`src/rtl/conv_t3d_pkg.sv`:
```
// Shared types and elaboration helpers for the transposed-3D-conv scatter address generator.
package conv_t3d_pkg;

  typedef enum logic [1:0] {
    ST_IDLE = 2'd0,
    ST_RUN  = 2'd1,
    ST_DONE = 2'd2
  } agu_state_t;

  // Output edge length of a transposed convolution along one axis.
  function automatic int calc_o_edge(input int d, input int k, input int stride,
                                     input int pad, input int out_pad);
    return (d - 1) * stride - 2 * pad + k + out_pad;
  endfunction

  // Address/counter width for n distinct values, never narrower than one bit.
  function automatic int aw_min1(input int n);
    return (n <= 2) ? 1 : $clog2(n);
  endfunction

endpackage

```
`src/rtl/conv_t3d_wrap_counter.sv`:
```
// Modulo-N counter; wrap is high when an enabled count rolls over from N-1 to 0,
// which lets a chain of these form a nested loop.
module conv_t3d_wrap_counter
  import conv_t3d_pkg::*;
#(
  parameter  int N  = 4,
  localparam int CW = aw_min1(N)
) (
  input  logic          clk,
  input  logic          rst,
  input  logic          en,
  input  logic          clr,
  output logic [CW-1:0] count,
  output logic          wrap
);

  logic at_max;

  assign at_max = (count == CW'(N - 1));
  assign wrap   = en && at_max;

  always_ff @(posedge clk or posedge rst) begin
    if (rst)      count <= '0;
    else if (clr) count <= '0;
    else if (en)  count <= at_max ? '0 : count + CW'(1);
  end

endmodule

```
`src/rtl/conv_transposed_3d_scatter_agu.sv`:
```
// Scatter-order address sequencer for a transposed 3D convolution: one beat per
// (input voxel, kernel tap) pair carrying input, weight and output addresses.
//
//   state   | meaning
//   --------+-----------------------------------------------
//   ST_IDLE | waiting for start; counters at zero
//   ST_RUN  | presenting beats, advancing on each handshake
//   ST_DONE | one-cycle done pulse after the last beat
module conv_transposed_3d_scatter_agu
  import conv_t3d_pkg::*;
#(
  parameter  int IN_CH   = 4,
  parameter  int OUT_CH  = 4,
  parameter  int D       = 8,
  parameter  int K       = 3,
  parameter  int STRIDE  = 1,
  parameter  int PAD     = 0,
  parameter  int OUT_PAD = 0,
  localparam int O       = calc_o_edge(D, K, STRIDE, PAD, OUT_PAD),
  localparam int AW_IN   = aw_min1(IN_CH * D * D * D),
  localparam int AW_W    = aw_min1(IN_CH * OUT_CH * K * K * K),
  localparam int AW_OUT  = aw_min1(OUT_CH * O * O * O)
) (
  input  logic              clk,
  input  logic              rst,
  input  logic              start,
  input  logic              abort,
  output logic              busy,
  output logic              done,
  output logic              m_valid,
  input  logic              m_ready,
  output logic [AW_IN-1:0]  m_in_addr,
  output logic [AW_W-1:0]   m_w_addr,
  output logic [AW_OUT-1:0] m_out_addr,
  output logic              m_keep,
  output logic              m_last
);

  localparam int CW_OC = aw_min1(OUT_CH);
  localparam int CW_IC = aw_min1(IN_CH);
  localparam int CW_D  = aw_min1(D);
  localparam int CW_K  = aw_min1(K);

  agu_state_t state_q, state_d;

  logic [CW_OC-1:0] c_oc;
  logic [CW_IC-1:0] c_ic;
  logic [CW_D-1:0]  c_id, c_ih, c_iw;
  logic [CW_K-1:0]  c_kd, c_kh, c_kw;
  logic wrap_oc, wrap_ic, wrap_id, wrap_ih, wrap_iw, wrap_kd, wrap_kh, wrap_kw;

  logic hs, accept, load, retire;
  int   od, oh, ow;
  logic              keep_nxt;
  logic [AW_IN-1:0]  in_nxt;
  logic [AW_W-1:0]   w_nxt;
  logic [AW_OUT-1:0] out_nxt;

  // Counters hold the index of the next beat to load, one step ahead of the
  // registered payload, so every m_* output comes straight from a flop.
  assign hs     = m_valid && m_ready;
  assign accept = (state_q == ST_IDLE) && start;
  assign load   = !abort && (accept || (hs && !m_last));
  assign retire = !abort && hs && m_last;

  conv_t3d_wrap_counter #(.N(K)) u_cnt_kw (
    .clk(clk), .rst(rst), .en(load), .clr(abort), .count(c_kw), .wrap(wrap_kw)
  );
  conv_t3d_wrap_counter #(.N(K)) u_cnt_kh (
    .clk(clk), .rst(rst), .en(wrap_kw), .clr(abort), .count(c_kh), .wrap(wrap_kh)
  );
  conv_t3d_wrap_counter #(.N(K)) u_cnt_kd (
    .clk(clk), .rst(rst), .en(wrap_kh), .clr(abort), .count(c_kd), .wrap(wrap_kd)
  );
  conv_t3d_wrap_counter #(.N(D)) u_cnt_iw (
    .clk(clk), .rst(rst), .en(wrap_kd), .clr(abort), .count(c_iw), .wrap(wrap_iw)
  );
  conv_t3d_wrap_counter #(.N(D)) u_cnt_ih (
    .clk(clk), .rst(rst), .en(wrap_iw), .clr(abort), .count(c_ih), .wrap(wrap_ih)
  );
  conv_t3d_wrap_counter #(.N(D)) u_cnt_id (
    .clk(clk), .rst(rst), .en(wrap_ih), .clr(abort), .count(c_id), .wrap(wrap_id)
  );
  conv_t3d_wrap_counter #(.N(IN_CH)) u_cnt_ic (
    .clk(clk), .rst(rst), .en(wrap_id), .clr(abort), .count(c_ic), .wrap(wrap_ic)
  );
  conv_t3d_wrap_counter #(.N(OUT_CH)) u_cnt_oc (
    .clk(clk), .rst(rst), .en(wrap_ic), .clr(abort), .count(c_oc), .wrap(wrap_oc)
  );

  // Output coordinates are signed: negative padding offsets fall outside the volume.
  always_comb begin
    od       = int'(c_id) * STRIDE - PAD + int'(c_kd);
    oh       = int'(c_ih) * STRIDE - PAD + int'(c_kh);
    ow       = int'(c_iw) * STRIDE - PAD + int'(c_kw);
    keep_nxt = (od >= 0) && (od < O) && (oh >= 0) && (oh < O) && (ow >= 0) && (ow < O);
    in_nxt   = AW_IN'(((int'(c_ic) * D + int'(c_id)) * D + int'(c_ih)) * D + int'(c_iw));
    w_nxt    = AW_W'((((int'(c_ic) * OUT_CH + int'(c_oc)) * K + int'(c_kd)) * K
                      + int'(c_kh)) * K + int'(c_kw));
    out_nxt  = keep_nxt ? AW_OUT'(((int'(c_oc) * O + od) * O + oh) * O + ow) : '0;
  end

  always_ff @(posedge clk or posedge rst) begin
    if (rst) begin
      m_in_addr  <= '0;
      m_w_addr   <= '0;
      m_out_addr <= '0;
      m_keep     <= 1'b0;
      m_last     <= 1'b0;
    end else if (abort || retire) begin
      m_in_addr  <= '0;
      m_w_addr   <= '0;
      m_out_addr <= '0;
      m_keep     <= 1'b0;
      m_last     <= 1'b0;
    end else if (load) begin
      m_in_addr  <= in_nxt;
      m_w_addr   <= w_nxt;
      m_out_addr <= out_nxt;
      m_keep     <= keep_nxt;
      // All eight counters at maximum is exactly when the outermost one wraps.
      m_last     <= wrap_oc;
    end
  end

  always_ff @(posedge clk or posedge rst) begin
    if (rst) state_q <= ST_IDLE;
    else     state_q <= state_d;
  end

  always_comb begin
    state_d = state_q;
    if (abort) begin
      state_d = ST_IDLE;
    end else begin
      case (state_q)
        ST_IDLE: if (start) state_d = ST_RUN;
        ST_RUN:  if (m_ready && m_last) state_d = ST_DONE;
        ST_DONE: state_d = ST_IDLE;
        default: state_d = ST_IDLE;
      endcase
    end
  end

  always_comb begin
    busy    = 1'b0;
    m_valid = 1'b0;
    done    = 1'b0;
    case (state_q)
      ST_RUN: begin
        busy    = 1'b1;
        m_valid = 1'b1;
      end
      ST_DONE: done = 1'b1;
      default: ;
    endcase
  end

endmodule

```
`config.mk`:
```
export PLATFORM = sky130hd
export DESIGN_NAME = conv_transposed_3d_scatter_agu
export DESIGN_NICKNAME = d
export VERILOG_FILES = /design/src/rtl/conv_t3d_pkg.sv /design/src/rtl/conv_t3d_wrap_counter.sv /design/src/rtl/conv_transposed_3d_scatter_agu.sv
export SDC_FILE = /design/constraint.sdc
export NUM_CORES = 1
export LEC_CHECK = 0
export ABC_AREA = 1
export CORE_MARGIN = 2
export CORE_UTILIZATION = 30
export CTS_CLUSTER_SIZE = 40
export DETAILED_ROUTE_END_ITERATION = 12
export SETUP_SLACK_MARGIN = 0.2
export SYNTH_ARGS = -nofsm -noshare
export SYNTH_HDL_FRONTEND = slang
export SYNTH_SLANG_ARGS = --single-unit
```
`constraint.sdc`:
```
create_clock -name clk -period 5.9 [get_ports clk]
set_clock_uncertainty 0.15 [all_clocks]
set_input_delay 1.77 -clock clk [delete_from_list [all_inputs] [get_ports clk]]
set_output_delay 1.77 -clock clk [all_outputs]
set_load 0.02 [all_outputs]
```
After elaboration in Yosys (flattened, before gate mapping)
Cells that the tools add are included.
{"block": "classes", "n_eq_ne": 12, "multipliers": 6, "magnitude_cmp": 6, "mux": 41, "reduce_logical": 35, "n_addsub": 21}
{"op": "two-way mux 12 bit", "n": 3}
{"op": "two-way mux 2 bit", "n": 18}
{"op": "two-way mux 3 bit", "n": 9}
{"op": "two-way mux 11 bit", "n": 2}
{"op": "logical AND 1 bit", "n": 20}
{"op": "two-way mux 9 bit", "n": 2}
{"op": "nonzero test 2 bit", "n": 9}
{"op": "adder 11 x 4 -> 12 bit", "n": 1}
{"op": "adder 12 x 4 -> 12 bit", "n": 1}
{"op": "adder 3 x 2 -> 4 bit", "n": 3}
{"op": "== test 2 bit, second input constant", "n": 6}
{"op": ">= comparator 4 x 1 -> 1 bit, second input constant", "n": 3}
{"op": "less-than comparator 4 bit, second input constant", "n": 3}
{"op": "multiplier 12 x 3 -> 11 bit, second input constant", "n": 1}
{"op": "adder 10 x 2 -> 11 bit", "n": 1}
{"op": "adder 11 x 3 -> 11 bit", "n": 1}
{"op": "multiplier 11 x 2 -> 9 bit, second input constant", "n": 1}
{"op": "adder 2 x 1 -> 2 bit, second input constant", "n": 5}
{"op": "multiplier 7 x 3 -> 10 bit, second input constant", "n": 1}
{"op": "multiplier 8 x 2 -> 10 bit, second input constant", "n": 1}
{"op": "adder 3 x 1 -> 3 bit, second input constant", "n": 3}
{"op": "adder 9 x 2 -> 9 bit", "n": 1}
{"op": "== test 3 bit, second input constant", "n": 3}
{"op": "adder 7 x 2 -> 8 bit", "n": 1}
{"op": "14 further kinds", "n": 22}
{"block": "word_totals", "regBits": 55, "elab_cells": 135, "output_inout_bits": 37}

Depth between registers and ports, before layout
Gate-level depths: netlist (run 1).
{"block": "logic_depth", "depth_word": 16, "ltp_mapped": 32, "mapped_depth_nobuf": 32}

By module
From an unflattened synthesis (run 1), not the netlist that was laid out.
{"block": "unflattened", "cells_unflattened": 557, "area_unflattened_um2": 4723.3}
{"module": "conv_transposed_3d_scatter_agu", "cells_per_inst": 422, "seq_area_each_um2": 900.9, "area_per_inst_um2": 3697.3, "instances": 1}
{"module": "conv_t3d_wrap_counter at u_cnt_id ...", "cells_per_inst": 20, "seq_area_each_um2": 75.1, "area_per_inst_um2": 162.7, "instances": 3}
{"module": "conv_t3d_wrap_counter at u_cnt_kd ...", "cells_per_inst": 15, "seq_area_each_um2": 50.0, "area_per_inst_um2": 105.1, "instances": 3}
{"module": "conv_t3d_wrap_counter at u_cnt_ic ...", "cells_per_inst": 15, "seq_area_each_um2": 50.0, "area_per_inst_um2": 111.4, "instances": 2}

Worst setup path before layout (run 1)
OpenSTA, ideal clock, no wires.
{"block": "synth_path", "path_type": "reg-to-reg", "from": "register u_cnt_kd.count[0]", "to": "register m_out_addr[11]", "arrival_ps": 4891, "path_stages_with_launch": 27, "path_slack_ps": 742, "path_cell_list": "dfrtp_1 ha_1 fa_1 ha_1 fa_1 xor2_1 ha_1 ha_1 inv_1 fa_1 nor3_1 inv_1 nand2_1 inv_1 ha_1 ha_1 a21oi_1 nand2_1 or2_2 nand2_1 inv_1 nand2_1 nor2_1 nand2_1 nand3_1 nand3_1 nand2_1"}
{"block": "synth_between", "elab_chain_cells": 10, "word_cells_on_any_way": 16, "cone_classes": "4 x add/sub; 2 x mul; 2 x order compare; 3 x mux; 5 x reduce/logical"}
{"item": "from (decl)", "line": "conv_t3d_wrap_counter.sv:13", "source": "output logic [CW-1:0] count,"}
{"item": "from (signal assigned)", "line": "conv_t3d_wrap_counter.sv:25", "source": "else if (en) count <= at_max ? '0 : count + CW'(1);"}
{"item": "adder 3 x 2 -> 4 bit *", "line": "conv_transposed_3d_scatter_agu.sv:93", "source": "od = int'(c_id) * STRIDE - PAD + int'(c_kd);"}
{"item": "parallel branches: the longest is 6 deep, another holds adder 11 x 4 -> 12 bit"}
{"item": "two-way mux 12 bit *", "line": "conv_transposed_3d_scatter_agu.sv:100", "source": "out_nxt = keep_nxt ? AW_OUT'(((int'(c_oc) * O + od) * O + oh) * O + ow) : '0;"}
{"item": "two-way mux 12 bit *", "line": "conv_transposed_3d_scatter_agu.sv:116", "source": "end else if (load) begin"}
{"item": "two-way mux 12 bit *", "line": "conv_transposed_3d_scatter_agu.sv:110", "source": "end else if (abort || retire) begin"}
{"item": "to (signal assigned)", "line": "conv_transposed_3d_scatter_agu.sv:119", "source": "m_out_addr <= out_nxt;"}
{"item": "to (decl)", "line": "conv_transposed_3d_scatter_agu.sv:34", "source": "output logic [AW_OUT-1:0] m_out_addr,"}
Every way passes the cells marked *. The select of a mux whose other input is x is not followed.
A chain may end at the register's enable or synchronous reset.

Worst setup path in the final report (run 1)
{"block": "layout_path", "from": "register u_cnt_id.count[0]", "to": "register m_out_addr[11]"}
{"block": "layout_between", "elab_chain_cells": 10, "word_cells_on_any_way": 16, "cone_classes": "4 x add/sub; 2 x mul; 2 x order compare; 3 x mux; 5 x reduce/logical"}
{"item": "from (decl)", "line": "conv_t3d_wrap_counter.sv:13"}
{"item": "from (signal assigned)", "line": "conv_t3d_wrap_counter.sv:25"}
{"item": "adder 3 x 2 -> 4 bit *", "line": "conv_transposed_3d_scatter_agu.sv:93"}
{"item": "parallel branches: the longest is 6 deep, another holds adder 11 x 4 -> 12 bit"}
{"item": "two-way mux 12 bit *", "line": "conv_transposed_3d_scatter_agu.sv:100"}
{"item": "two-way mux 12 bit *", "line": "conv_transposed_3d_scatter_agu.sv:116"}
{"item": "two-way mux 12 bit *", "line": "conv_transposed_3d_scatter_agu.sv:110"}
Marked as above.

==> results of run 1 <==
[metal layers]
| metal | wire [um] | share of wire |
|---|---|---|
| met1 | 5020 | 0.47 |
| met2 | 5250 | 0.49 |
| met3 | 292 | 0.027 |
| met4 | 149 | 0.014 |
| met5 | 0 | 0 |
[through the flow]
stage / setup WS, ps / util / hold WS (ps) / total power, mW
floorplan: 742 / - / 359 / 0.487
global placement: 524 / 0.349 / 320 / 0.538
detailed placement: 372 / 0.349 / 317 / 0.541
CTS: 355 / 0.360 / 339 / 0.889
global route: 196 / 0.366 / 366 / 0.922
finish: 592 / 0.366 / 334 / 0.879
[worst paths after layout]
| path | endpoint | slack [ps] |
|---|---|---|
| max | m_out_addr[11] | 590 |
| min | m_keep | 330 |
| max reg2reg | m_out_addr[11] | 590 |
| min reg2reg | m_keep | 330 |
| max in group asynchronous | u_cnt_kd.count[0] | 3030 |
| min in group asynchronous | m_out_addr[11] | 1760 |
[power by group]
part	switching (mW)	internal (mW)	total, mW
logic	0.0843	0.0487	0.133
registers	0.0112	0.388	0.399
clock network	0.148	0.199	0.347
[repair_timing]
item / in CTS / in global routing
gates resized for setup: 0 / 14
buffers inserted: 0 / 2
setup endpoints to repair: 0 / 4
[Yosys cell counts (2+ instances only)]
cell,instances
o31ai_1,4
a21oi_1,23
nor3_1,6
nor3_4,2
nand2_2,2
nand2_1,114
nand4_1,4
xor2_1,17
nand3b_1,3
dfrtp_1,55
o21bai_1,4
nor2_1,32
o21ai_0,34
a21o_1,3
clkbuf_1,6
xnor2_1,4
fa_1,14
nand3_2,2
ha_1,77
inv_1,75
nand3_1,43
a22o_1,10
or2_2,3
o21a_1,2
nor2_4,3
a31oi_1,2
[cells by family (layout without fill, tap and decap cells)]
kind of cell               after synthesis  in the layout  share of synthesized area
and+or+nand+nor                        219            219                      0.217
adders and majority gates               91             91                      0.268
AOI/OAI and AO/OA                       86             86                      0.110
buffers and inverters                   84            130                     0.0690
DFF                                     55             55                      0.297
xor gates and xnor gates                21             21                     0.0396
[sequential cells by signal (all words and copies together) (netlist names), 3 cells and up]
| name | cells |
|---|---|
| m_in_addr | 11 |
| m_out_addr | 12 |
| m_w_addr | 9 |
| u_cnt_id.count | 3 |
| u_cnt_ih.count | 3 |
| u_cnt_iw.count | 3 |
[area by class of cell]
cell class,instances,area [um^2]
Tap cell,188,235
Clock buffer,5,125
Sequential cell,55,1380
Clock inverter,2,37.5
Fill cell,1544,9610
Multi-Input combinational cell,417,3020
Timing Repair Buffer,47,455
Inverter,76,285
[worst max-delay path, cell delays in order, from the launching register on]
cell and delay, ps:
dfrtp_1 430, ha_1 250, fa_1 460, ha_1 240, fa_2 380, xor2_1 160, ha_1 300, ha_1 190
inv_1 90, fa_2 490, nor3_2 250, inv_1 80, nand2_1 60, inv_1 60, ha_1 330, ha_4 270
a21oi_1 120, nand2_1 80, or2_2 270, nand2_1 60, inv_1 50, nand2_1 80, nor2_1 60, nand2_1 90
nand3_1 70, nand3_1 80, nand2_1 50
==> run_results.csv, run 1 <==
group,metric,value,unit
run_status,status,"completed",
worst_setup_path,cp-startpoint,"u_cnt_id.count[0]",
grt,grt_use_total,0.139,
grt,met3_usage,0.0204,
floorplan,core-area,0.0151,mm^2
finish,design_area,0.00554,mm^2
timing,hold_viol,0,
clock_tree,cts.reportedPaths.clkPinSlew,80,ps
worst_hold_path,min-delay-start,"m_keep",
detailed_routing,viasPerCell,4.86,
clock_tree,clk_path_buf_depth,2,
logic_synthesis,synth_warnings,0,
finish,n_antenna_cell,0,
timing,slew_headroom,0.512,
logic_synthesis,yosysTopAreaCell,"dfrtp_1",
detailed_routing,drc,0,
flow_run,drv_cap,0,
timing,tightest_slew,731,ps
floorplan,die_w,128,um
worst_setup_path,start_kind,"flop",
grt,grt_pass1_wl,18700,um
logic_synthesis,synth-seq-area-share,0.297,
timing,rsz0062_at_grt,"no",
worst_hold_path,hp-class,"reg -> reg",
floorplan,dieArea,0.0165,mm^2
grt,grt_max_degree,34,
power_and_ir_drop,ir_worst_vdd,113,uV
worst_setup_path,worst_setup_path_end_kind,"flop",
worst_setup_path,critical_path_class,"reg -> reg",
placed_design,dp.cells,781,
detailed_routing,drt_pass1_iterations,4,
finish,fin_nets,698,
logic_synthesis,ys_types,38,
clock_tree,cts_root_buffer,"clkbuf_16",
logic_synthesis,synthCells,556,
timing,maxSlewViolCount,0,
worst_setup_path,reg2regPathDepth,26,
worst_setup_path,cp.required,5950,ps
floorplan,io_pins,42,
logic_synthesis,synth_nets,652,
clock_tree,clock_sinks,55,
floorplan,rows,45,
power_and_ir_drop,powerDensity,159,mW/mm^2
finish,final_common_cell,"nand2_1",
logic_synthesis,ys_seq_elements,55,
grt,grt_overflow,0,
detailed_routing,dr_total_vias,3843,
finish,drive_gt1_frac,0.0698,
grt,grt_pass1_vias,3996,
logic_synthesis,avgSynthCellArea,8.34,um^2
placed_design,place_area,0.00528,mm^2
worst_setup_path,arrival,5350,ps
timing,fin_tns_setup,0,ps
grt,grt_util_met2,0.247,
timing,fin_crit_sh,0.900,
logic_synthesis,synth_edf_count,0,
clock_tree,postCtsHoldBufs,0,
logic_synthesis,synth_top_area_share,0.297,
worst_setup_path,r2r_start,"u_cnt_id.count[0]",
placed_design,io_buffers,41,
timing,period_minus_slack,5310,ps
finish,finalNonFillerCells,790,
logic_synthesis,ys.flop_type,"dfrtp_1",
detailed_routing,postRouteAntennaNets,0,
power_and_ir_drop,leakagePower,3.00,nW
worst_setup_path,worstPathMaxFanout,5,
detailed_routing,routed_wl,10700,um
timing,setup_viol,0,
logic_synthesis,async_flop_share,1.00,
grt,top_usage_layer,"met2",
grt,antenna_found_initial,0,
worst_hold_path,worstHoldPathCells,2,
clock_tree,cts_buffers,5,
logic_synthesis,synthTopCellsByArea,"dfrtp_1, ha_1, nand2_1",
placed_design,dp_hpwl,8420,um
detailed_routing,routedWlPerCell,13.6,um
placed_design,gp_congestion,0.821,
clock_tree,cts_max_level,2,
clock_tree,cts_tree,"built",
detailed_routing,drt_iter0_drc,179,
floorplan,dieHeight,128,um
clock_tree,clk_latency,300,ps
floorplan,start_util,0.306,
grt,use_met1,0.178,
finish,area.growth.synth_to_final,19.4,%
finish,layout_common_cells,"nand2_1, inv_1, ha_1",
timing,max_freq,188,MHz
logic_synthesis,synth_area,0.00464,mm^2
Power figures use the tool's default switching activity.
==> run 2: changes to the inputs <==
- clock period: 5.9 -> 4.6 ns (I/O delays scaled with it)
==> run 2 against run 1 <==
  * Die area did not move
  * Combinational power up 46%
  * First-iteration DRC count grew 7.3%
  * Largest power group unchanged
  * Hold slack better by 6.7 ps
  * Sequential power is 28% higher
  * Sequential cell count did not move
  * Fmax up 4.4%
  * Clock-buffer cell count rose by 1
  * Clock power rose by 21%
  * Critical endpoint unchanged
  * Sequential share of layout area is 3.7 points lower
  * The run now ends with setup timing left
  * Critical path depth is 2 higher
  * Design area is 18% higher
==> run_results.csv, run 2 (same netlist as run 1, synthesis figures left out) <==
group,metric,value,unit
run_status,status,"complete, but fails checks",
run_status,violations,"setup timing",
timing,hold_viol,0,
timing,timing.hold.ws,341,ps
timing,maxSlewViolCount,0,
finish,layout_common_cells,"nand2_1, inv_1, buf_4",
worst_setup_path,r2r_start,"u_cnt_kd.count[0]",
power_and_ir_drop,power.switching,0.325,mW
detailed_routing,drt_pass1_iterations,4,
timing,max_freq,197,MHz
timing,fin_tns_setup,-1910,ps
finish,area.growth.synth_to_final,40.5,%
worst_setup_path,worstPathMaxFanout,3,
grt,antenna_found_initial,0,
detailed_routing,routed_wl,11500,um
finish,fin_nets,761,
worst_setup_path,worst_setup_path_end_kind,"flop",
placed_design,io_buffers,41,
grt,grt_pass1_vias,4372,
clock_tree,cts.reportedPaths.clkPinSlew,80,ps
finish,top_regs,"m_out_addr x12, m_in_addr x11, m_w_addr x9",
placed_design,dpl_worst_slack,-472,ps
power_and_ir_drop,ir_worst_vdd,129,uV
timing,tightest_slew,488,ps
finish,largest_register_ffs,12,
timing,slew_headroom,0.671,
finish,num-fill-cells,1431,
detailed_routing,postRouteAntennaNets,0,
clock_tree,clock_sinks,55,
worst_setup_path,crit_slowest_cell,"fa_1",
floorplan,rows,45,
worst_setup_path,reg2regPathDepth,28,
power_and_ir_drop,power_switching_share,0.289,
worst_setup_path,cp.required,4650,ps
detailed_routing,drc,0,
detailed_routing,viasPerCell,4.82,
worst_setup_path,r2r_slack,-490,ps
worst_setup_path,rr_endpoint,"m_out_addr[11]",
placed_design,gp_congestion,0.827,
worst_setup_path,slowest_delay,490,ps
placed_design,dp_hpwl,8790,um
grt,grt_pass1_wl,19600,um
clock_tree,cts_buffers,5,
power_and_ir_drop,combPwrFrac,0.172,
grt,grt_use_total,0.146,
timing,setup_viol,6,
timing,layout_setup_ws,-486,ps
clock_tree,postCtsHoldBufs,0,
timing,period_minus_slack,5090,ps
worst_setup_path,cp-startpoint,"u_cnt_kd.count[0]",
finish,n_antenna_cell,0,
floorplan,io_pins,42,
floorplan,dieArea,0.0165,mm^2
worst_setup_path,crit_end,"m_out_addr[11]",
floorplan,die_w,128,um
clock_tree,clk_latency,310,ps
clock_tree,cts_root_buffer,"clkbuf_16",
power_and_ir_drop,internal_power,0.800,mW
detailed_routing,drt_iter0_drc,192,
power_and_ir_drop,powerDensity,173,mW/mm^2
timing,fin_crit_sh,1.11,
detailed_routing,routedWlPerCell,13.5,um
finish,largest_register,"m_out_addr",
worst_setup_path,arrival,5130,ps
worst_setup_path,crit_top_cell,"nand2_1",
power_and_ir_drop,p_total,1.12,mW
finish,final_common_cell,"nand2_1",
clock_tree,cts_max_level,2,
clock_tree,clk_path_buf_depth,2,
floorplan,core-area,0.0151,mm^2
detailed_routing,dr_total_vias,4119,
flow_run,drv_cap,0,
floorplan,dieHeight,128,um
timing,rsz0062_at_grt,"yes",
power_and_ir_drop,leakagePower,3.27,nW
power_and_ir_drop,power.clock.fraction,0.373,
grt,grt_overflow,0,
clock_tree,cts_tree,"built",
worst_hold_path,hp-class,"reg -> reg",
worst_setup_path,start_kind,"flop",
worst_setup_path,critical_path_class,"reg -> reg",
power_and_ir_drop,pwr-share-seq,0.455,
grt,grt_max_degree,27,
finish,drive_gt1_frac,0.281,
floorplan,start_util,0.306,
## run 2: changes by cell type in the layout (fill, tap and decap cells not counted), moves of 9 or more
cell	delta
ha_1	-25
a21oi_2	+9
buf_4	+59
nor2_1	-9
a21oi_1	-10
nand2_1	-11
ha_4	+22
nand2_2	+11
## run 2: final cells by class
type / count / area [um^2] / area share
tap: 188 / 235 / 0.0361
clock inverter: 2 / 17.5 / 0.00269
inverter: 76 / 288 / 0.0441
clock buffer: 6 / 139 / 0.0213
timing repair buffer: 110 / 943 / 0.145
multi-input combinational: 417 / 3520 / 0.540
sequential: 55 / 1380 / 0.212
## run 2: power groups by stage
| stage | combinational (mW) | clock (mW) | sequential [mW] |
|---|---|---|---|
| 6_report | 0.194 | 0.420 | 0.512 |
| 3_3_place_gp | 0.187 | 0 | 0.520 |
| 2_1_floorplan | 0.0999 | 0 | 0.531 |
| 4_1_cts | 0.196 | 0.430 | 0.512 |
| 5_1_grt | 0.215 | 0.450 | 0.514 |
| 3_5_place_dp | 0.190 | 0 | 0.521 |
## run 2: how the worst min path moves through the flow
stage	start	endpoint	slack, ps	cells past startpoint
after global routing	m_keep	m_keep	370	2
after floorplan	u_cnt_ih.count[2]	u_cnt_ih.count[2]	360	2
after CTS	m_in_addr[3]	m_in_addr[3]	340	2
final	m_out_addr[3]	m_out_addr[3]	340	2
after global placement	m_keep	m_keep	320	2
after detailed placement	m_w_addr[8]	m_w_addr[8]	320	2
## run 2: layer usage
layer / routed length (um) / GRT usage / vias up
met5: 0 / 0 / -
met4: 138 / 0.0336 / 0
met3: 304 / 0.0279 / 12
met2: 6090 / 0.280 / 47
met1: 4980 / 0.167 / 1995
li1: - / - / 2065
## run 2: repair_timing
| action | CTS | global route |
|---|---|---|
| pin swaps | 33 | 52 |
| gates resized for setup | 50 | 50 |
| cloned | 0 | 0 |
| endpoints found under the hold margin | 0 | 0 |
| buffers inserted | 4 | 7 |
| endpoints found under the setup margin | 11 | 11 |
## run 2: per-stage QoR
| stage | instance area, um^2 | utilization | instances |
|---|---|---|---|
| 5_1_grt | 6520 | 0.430 | 854 |
| 3_3_place_gp | 5800 | 0.383 | 835 |
| 2_1_floorplan | 4750 | - | 556 |
| 6_report | 6520 | 0.430 | 854 |
| 4_1_cts | 6220 | 0.410 | 847 |
| 3_5_place_dp | 5800 | 0.383 | 835 |
## run 2: critical path: cells and delay by family, from the launching register on
kind	cells	cell delay (ps)
AO/OA/AOI/OAI	2	340
XOR/XNOR	2	340
adder cells (fa/ha/maj)	9	2560
buffers and inverters	3	240
flip-flops	1	430
AND/OR/NAND/NOR	12	900
==> run 3: changes to the inputs <==
- CORE_MARGIN: 2 -> default
- SKIP_LAST_GASP: default -> 1
==> run 3 against run 2 <==
  * The run still ends with setup timing left
  * Critical path depth shrank 3
  * Clock power is essentially flat
  * Design area grew 1.8%
  * Largest power group unchanged
  * First-iteration DRC count shrank 29%
==> run_results.csv, run 3 (same netlist as run 1, synthesis figures left out) <==
group,metric,value,unit
timing,rsz0062_at_grt,"yes",
clock_tree,clk_path_buf_depth,2,
run_status,violations,"setup timing",
worst_setup_path,worst_setup_path_end_kind,"flop",
worst_setup_path,critical_path_class,"reg -> reg",
placed_design,io_buffers,41,
placed_design,gp_congestion,0.785,
timing,setup_viol,6,
finish,largest_register_ffs,12,
power_and_ir_drop,ir_worst_vdd,140,uV
detailed_routing,drt_pass1_iterations,4,
worst_setup_path,slowest_delay,500,ps
clock_tree,clock_sinks,55,
worst_setup_path,arrival,5180,ps
clock_tree,cts_tree,"built",
clock_tree,cts.reportedPaths.clkPinSlew,90,ps
floorplan,die_w,126,um
grt,grt_pass1_wl,19000,um
finish,layout_common_cells,"nand2_1, buf_4, inv_1",
detailed_routing,drt_iter0_drc,137,
worst_setup_path,worstPathMaxFanout,4,
detailed_routing,dr_total_vias,4101,
clock_tree,cts_root_buffer,"clkbuf_16",
finish,drive_gt1_frac,0.297,
finish,design_area,0.00664,mm^2
floorplan,rows,45,
grt,grt_max_degree,27,
detailed_routing,routedWlPerCell,13.2,um
floorplan,start_util,0.306,
detailed_routing,viasPerCell,4.76,
worst_setup_path,start_kind,"flop",
worst_setup_path,cp.required,4650,ps
detailed_routing,routed_wl,11400,um
power_and_ir_drop,leakagePower,3.34,nW
placed_design,place_area,0.00580,mm^2
grt,grt_pass1_vias,4233,
power_and_ir_drop,p_total,1.14,mW
floorplan,dieHeight,126,um
clock_tree,cts_max_level,2,
timing,layout_setup_ws,-534,ps
finish,top_regs,"m_out_addr x12, m_in_addr x11, m_w_addr x9",
timing,max_freq,195,MHz
placed_design,dpl_worst_slack,-463,ps
finish,area.growth.synth_to_final,43.1,%
worst_setup_path,reg2regPathDepth,25,
finish,fin_nets,769,
worst_setup_path,crit_slowest_cell,"fa_2",
power_and_ir_drop,powerDensity,172,mW/mm^2
run_status,status,"complete, but fails checks",
grt,antenna_found_initial,0,
timing,tightest_slew,576,ps
clock_tree,clk_latency,310,ps
finish,n_antenna_cell,0,
finish,largest_register,"m_out_addr",
detailed_routing,postRouteAntennaNets,0,
timing,slew_headroom,0.615,
floorplan,dieArea,0.0160,mm^2
grt,grt_use_total,0.146,
timing,hold_viol,0,
timing,fin_crit_sh,1.12,
timing,period_minus_slack,5130,ps
timing,timing.hold.ws,334,ps
clock_tree,cts_buffers,5,
grt,grt_overflow,0,
timing,maxSlewViolCount,0,
worst_hold_path,worstHoldPathCells,2,
placed_design,dp_hpwl,8550,um
worst_hold_path,hp-class,"reg -> reg",
floorplan,core-area,0.0151,mm^2
finish,final_common_cell,"nand2_1",
flow_run,drv_cap,0,
detailed_routing,drc,0,
floorplan,io_pins,42,
==> run 3: worst max-delay path, delay by kind of cell (launching register included) <==
family                   cells  cell delay [ps]
AO/OA/AOI/OAI                3              460
XOR/XNOR                     3              530
adder cells (fa/ha/maj)      8             2470
buffers and inverters        2              220
flip-flops                   1              430
AND/OR/NAND/NOR              9              770
==> run 3: per-stage QoR <==
step / util / setup TNS, ps / cells
CTS: 0.408 / -1730 / 847
detailed placement: 0.383 / -2100 / 835
global placement: 0.383 / -1650 / 835
global route: 0.438 / -3890 / 862
finish: 0.438 / -2290 / 862
floorplan: - / -667 / 556
==> run 3: worst paths after layout <==
check	start	to	slack (ps)
hold / removal	m_keep	m_keep	330
setup reg to reg	u_cnt_kd.count[0]	m_out_addr[11]	-530
hold reg to reg	m_keep	m_keep	330
max in group asynchronous	rst	u_cnt_oc.count[1]	2340
min in group asynchronous	rst	m_w_addr[7]	1300
setup / recovery	u_cnt_kd.count[0]	m_out_addr[11]	-530
==> run 3: layer usage <==
layer | GRT usage | routed length [um] | part of all wire | vias up
met5 | 0 | 0 | 0 | -
met4 | 0.0369 | 92 | 0.0081 | 0
met3 | 0.0236 | 326 | 0.029 | 10
met2 | 0.267 | 5900 | 0.52 | 47
met1 | 0.176 | 5040 | 0.44 | 1967
li1 | - | - | - | 2077
==> run 3: cell type report <==
type	count	area, um^2
clock buffers	5	125
clock inverters	3	33.8
fillers	1408	8510
inverters	76	285
multi-input cells	417	3580
flip-flops and latches	55	1380
well taps	188	235
repair buffers	118	1000
==> run 3: where the power goes <==
| group | switching, mW | leakage [nW] | internal (mW) |
|---|---|---|---|
| sequential | 0.0131 | 0.758 | 0.498 |
| clock | 0.207 | 0.0772 | 0.210 |
| combinational | 0.122 | 2.50 | 0.0926 |
==> run 3: what timing repair did <==
action                                  4_1_cts  5_1_grt
gates resized for setup                      35       72
endpoints found under the setup margin       11       11
endpoints found under the hold margin         0        0
hold buffers                                  0        0
setup buffers                                 4       15
pin swaps                                    14       58
cloned                                        0        0
